==> src/rtl/mux_arb_pkg.sv <==
// Shared types for the two-requester mux arbiter.
// Ownership states of the arbiter FSM.
package mux_arb_pkg;

    typedef enum logic [1:0] {
        IDLE,
        OWN0,
        OWN1
    } arb_state_t;

endpackage

==> src/rtl/mux2x1.sv <==
// Plain 2:1 byte-wide multiplexer used as the arbiter's shared datapath.
// sel=1 routes in1 to the output.
module mux2x1 #(
    parameter int unsigned WIDTH = 8
) (
    input  logic [WIDTH-1:0] in0,
    input  logic [WIDTH-1:0] in1,
    input  logic             sel,
    output logic [WIDTH-1:0] y
);

    assign y = sel ? in1 : in0;

endmodule

==> src/rtl/mux2x1_arbiter.sv <==
// Round-robin arbiter sharing one mux2x1 and a one-entry output register between two
// producers, with a bounded burst length and a valid/ready output handshake.
module mux2x1_arbiter
    import mux_arb_pkg::*;
#(
    parameter int unsigned WIDTH    = 8,
    parameter int unsigned HOLD_MAX = 4
) (
    input  logic             CLOCK_50,
    input  logic             reset,
    input  logic             req0,
    input  logic             req1,
    input  logic [WIDTH-1:0] data0,
    input  logic [WIDTH-1:0] data1,
    output logic             gnt0,
    output logic             gnt1,
    output logic             sel,
    output logic [WIDTH-1:0] out_data,
    output logic             out_valid,
    input  logic             out_ready
);

    localparam int unsigned      CNT_W   = $clog2(HOLD_MAX + 1);
    localparam logic [CNT_W-1:0] CNT_MAX = CNT_W'(HOLD_MAX - 1);

    arb_state_t       state_q, state_d;
    logic             last_q, last_d;
    logic [CNT_W-1:0] cnt_q, cnt_d;
    logic [WIDTH-1:0] out_data_q;
    logic             out_valid_q;
    logic [WIDTH-1:0] mux_out;
    logic             slot_free;

    mux2x1 #(
        .WIDTH(WIDTH)
    ) u_mux (
        .in0(data0),
        .in1(data1),
        .sel(sel),
        .y  (mux_out)
    );

    // The output slot can take a new beat if empty or being drained this cycle.
    assign slot_free = !out_valid_q | out_ready;
    assign gnt0      = (state_q == OWN0) & req0 & slot_free;
    assign gnt1      = (state_q == OWN1) & req1 & slot_free;
    assign sel       = (state_q == OWN1);
    assign out_data  = out_data_q;
    assign out_valid = out_valid_q;

    always_comb begin
        state_d = state_q;
        last_d  = last_q;
        cnt_d   = cnt_q;
        unique case (state_q)
            IDLE: begin
                if (req0 && req1) begin
                    state_d = last_q ? OWN0 : OWN1;
                end else if (req0) begin
                    state_d = OWN0;
                end else if (req1) begin
                    state_d = OWN1;
                end
            end
            OWN0: begin
                if (!req0) begin
                    state_d = req1 ? OWN1 : IDLE;
                    last_d  = 1'b0;
                    cnt_d   = '0;
                end else if (gnt0) begin
                    // At the burst limit cnt saturates until the other side asks.
                    if (cnt_q == CNT_MAX) begin
                        if (req1) begin
                            state_d = OWN1;
                            last_d  = 1'b0;
                            cnt_d   = '0;
                        end
                    end else begin
                        cnt_d = cnt_q + 1'b1;
                    end
                end
            end
            OWN1: begin
                if (!req1) begin
                    state_d = req0 ? OWN0 : IDLE;
                    last_d  = 1'b1;
                    cnt_d   = '0;
                end else if (gnt1) begin
                    if (cnt_q == CNT_MAX) begin
                        if (req0) begin
                            state_d = OWN0;
                            last_d  = 1'b1;
                            cnt_d   = '0;
                        end
                    end else begin
                        cnt_d = cnt_q + 1'b1;
                    end
                end
            end
            default: begin
                state_d = IDLE;
                cnt_d   = '0;
            end
        endcase
    end

    always_ff @(posedge CLOCK_50 or posedge reset) begin
        if (reset) begin
            state_q <= IDLE;
            last_q  <= 1'b1;
            cnt_q   <= '0;
        end else begin
            state_q <= state_d;
            last_q  <= last_d;
            cnt_q   <= cnt_d;
        end
    end

    // A load wins over a drain, so load+consume in one cycle keeps out_valid high.
    always_ff @(posedge CLOCK_50 or posedge reset) begin
        if (reset) begin
            out_data_q  <= '0;
            out_valid_q <= 1'b0;
        end else if (gnt0 || gnt1) begin
            out_data_q  <= mux_out;
            out_valid_q <= 1'b1;
        end else if (out_ready) begin
            out_valid_q <= 1'b0;
        end
    end

endmodule
==> config.mk <==
export PLATFORM = sky130hd
export DESIGN_NAME = mux2x1_arbiter
export DESIGN_NICKNAME = d
export VERILOG_FILES = /design/src/rtl/mux_arb_pkg.sv /design/src/rtl/mux2x1.sv /design/src/rtl/mux2x1_arbiter.sv
export SDC_FILE = /design/constraint.sdc
export NUM_CORES = 1
export LEC_CHECK = 0
export ABC_AREA = 1
export CORE_MARGIN = 2
export CORE_UTILIZATION = 48
export DETAILED_ROUTE_END_ITERATION = 7
export MAX_ROUTING_LAYER = met4
export PLACE_DENSITY = 0.84
export SKIP_LAST_GASP = 1
export SLEW_MARGIN = 20
export SYNTH_ARGS = -nofsm -noshare
export SYNTH_HDL_FRONTEND = slang
export SYNTH_HIERARCHICAL = 1
export SYNTH_SLANG_ARGS = --single-unit
export TNS_END_PERCENT = 1
==> constraint.sdc <==
create_clock -name CLOCK_50 -period 3.55 [get_ports CLOCK_50]
set_input_delay 0.355 -clock CLOCK_50 [delete_from_list [all_inputs] [get_ports CLOCK_50]]
set_output_delay 0.355 -clock CLOCK_50 [all_outputs]
set_load 0.01 [all_outputs]
==> summary.txt <==
Route
  • DR vias: 988
  • Starting DRT DRC Count: 39
  • Post-DR vias/cell: 4.87
  • Antenna-violating nets left: 0
  • Residual DRC count: 0
  • Post-DR wirelength/cell: 11.0 um
  • Post-Route WL: 2240 um
  • Drt pass-1 iters: 4

Synthesis
  • Netlist cell types: 16
  • Post-synthesis mux area share: 0%
  • Post-Synth XOR/XNOR Area: 0%
  • Most frequent cells after synthesis: nand2_1 (71), nand3_1 (16), dfrtp_1 (14), inv_1 (14), nor2_1 (9)
  • Post-Synth Simple-Gate Area: 42.1%
  • Yosys Warn Count: 6
  • Number of flops mapped to enable cells by yosys: 0
  • Netlist Area Pre-Place: 961 um^2
  • Synth Area in Compound Gates: 3.52%
  • Syn nets: 169
  • Synthesis-stage register bit count: 15
  • Async set or reset register ratio after synthesis: 100%
  • Sequential fraction of the synthesis area: 39.2%
  • Synth top area cells: dfrtp_1 (36%), nand2_1 (28%), nand3_1 (8.3%)
  • Synth Area in Adders: 6.51%
  • Main synth FF type: dfrtp_1
  • Most common cell in the netlist: nand2_1
  • Post-Syn Instances: 143
  • Dominant cell type by area after synthesis: dfrtp_1
  • Mean post-synth cell area: 6.72 um^2
  • Main combinational cell family by area after synthesis: simple AND/OR/NAND/NOR gates
  • Synth top area share: 36.5%

Power
  • Net Sw Frac: 43.9%
  • Max IR drop VDD: 0.000415 V
  • Cell Pwr Density: 694 nW/um^2
  • Combinational Power Share: 56.8%
  • Psw: 0.401 mW
  • Seq pwr share: 31.2%
  • Pint: 0.511 mW
  • Leak Pwr: 0.715 nW
  • Share of power burned in the clock network: 12.0%

Floorplan
  • Core footprint: 1920 um^2
  • IO Pins: 33
  • DIE AREA: 2380 um^2
  • Rows: 16
  • Die Y: 48.7 um
  • Die X: 48.7 um
  • Initial Util: 50.0%

GRT
  • GRT Util Overall: 20.9%
  • Initial antenna violation count: 0
  • Number of global-route vias before repair: 875
  • First-pass GRT wire length: 3700 um
  • Congestion Overflow GR: 0
  • Largest net degree at the start of global routing: 17

CTS
  • Worst-Skew Late Latency: 0.30 ns
  • Post-CTS Setup Inserts: 0
  • Cts repair resizes: 0
  • TritonCTS clock tree: done
  • Root buf cell: clkbuf_4
  • Clock slew at reported path FFs: 0.11 ns
  • Number of hold buffers added after cts: 0
  • CTS buffer count: 3
  • CTS H-tree depth: 1
  • CTS max path bufs: 2
  • Clock sink total: 15

Flow run
  • Max-cap violations: 0

Place
  • Hpwl dp: 1720 um
  • PortBufs: 32
  • Gpl congestion: 0.729
  • Placed cell area: 1290 um^2

Hold path
  • Hold/Removal Path Class: in -> async

Status
  • Status: completed

Setup path
  • R2R cell count: 9
  • Worst Path Required: 3.19 ns
  • WP data arrival: 2.14 ns
  • Reg-to-reg endpoint: state_q[1]
  • Worst r2r src: state_q[0]
  • CP max FO: 13
  • Startpoint Class: flop
  • Endpoint class of the critical path: output pin
  • R2r setup slk: 1.74 ns
  • Setup CP Type: reg -> out

Finish
  • Final Instance Area: 1320 um^2
  • Fillers: 168
  • Reg area: 377 um^2
  • Layout cells sized above 1: 5.68%
  • Nets: 203
  • Area occupied by multi-input gates: 500 um^2
  • Area Growth Syn to Fin: 36.8%
  • Diode count: 0

Timing
  • Final period utilization: 70.4%
  • Post-layout min period: 2.50 ns
  • RSZ-0062 raised after global routing: false
  • Worst-Margin Slew: 0.589 ns
  • Worst slew margin: 60.7%
  • Fin. Hold Viols: 0
  • Skew final: 0.00254 ns
  • Peak Freq: 400 MHz
  • Setup TNS: 0 ns
  • Final setup vio count: 0
  • Slew Viols, Final: 0
## stage by stage
step | total power [mW] | hold slack [ns] | instances | utilization (%) | setup WS (ns)
3_3_place_gp | 0.783 | 0.457 | 199 | 67.0 | 1.30
4_1_cts | 0.912 | 0.433 | 203 | 68.4 | 1.05
3_5_place_dp | 0.803 | 0.463 | 199 | 67.0 | 1.18
2_1_floorplan | 0.617 | 0.256 | 143 | - | 2.10
6_report | 0.912 | 0.404 | 203 | 68.4 | 1.05
5_1_grt | 0.994 | 0.488 | 203 | 68.4 | 0.949
## how the worst max path moves through the flow
stage	cells after the start	from	endpoint	slack (ns)
final	5	state_q[0]	gnt1	1.05
after global routing	5	state_q[0]	gnt1	0.95
after CTS	5	state_q[0]	gnt1	1.05
after detailed placement	6	out_ready	gnt0	1.18
after global placement	6	out_ready	gnt1	1.30
after floorplan	4	state_q[0]	gnt1	2.10
## routing by layer
metal,wire length [um],vias up,GRT usage (%)
li1,-,502,-
met1,950,430,26.1
met2,1060,48,31.3
met3,162,8,4.63
met4,64,0,11.9
met5,0,-,-
## critical path: stages (launching register included)
cell and delay, ns:
dfrtp_1 0.43, inv_1 0.12, ha_1 0.44, nand2_1 0.18, nor2_1 0.13, clkdlybuf4s50_1 0.54
## cell usage in the layout, fill, tap and decap left out, drive strengths merged, types with 3 or more instances in the layout
cell           synthesis  final
clkdlybuf4s50          0     32
nand2                 74     74
clkbuf                 0      3
a21oi                  3      3
nor2                   9      9
dfrtp                 14     14
nand3                 16     16
inv                   15     15
ha                     5      5
o21ai                  3      3
## logic make-up after synthesis
logic type / after synthesis
buf+inv: 18
flops: 15
compound gates: 6
fa+ha+maj: 5
simple gates: 99
## registers in the layout, indices dropped and copies added, names as in the netlist
signal	cells
out_data	8
cnt_q	3
state_q	2
last_q	1
out_valid	1
## layout make-up
type	instances	share of cell area (%)
Sequential cell	15	28.6
Multi-Input combinational cell	110	38.1
Inverter	15	4.28
Clock buffer	3	1.71
Clock inverter	1	0.381
Timing Repair Buffer	32	24.4
Tap cell	27	2.57
## power by group through the flow
stage                     Clock (mW)  Sequential [mW]  Combinational, mW
after floorplan                    0            0.303              0.314
after global placement             0            0.284              0.499
after detailed placement           0            0.287              0.517
after CTS                      0.109            0.284              0.519
after global routing           0.114            0.293              0.586
final                          0.110            0.284              0.518
Power figures use the tool's default switching activity.
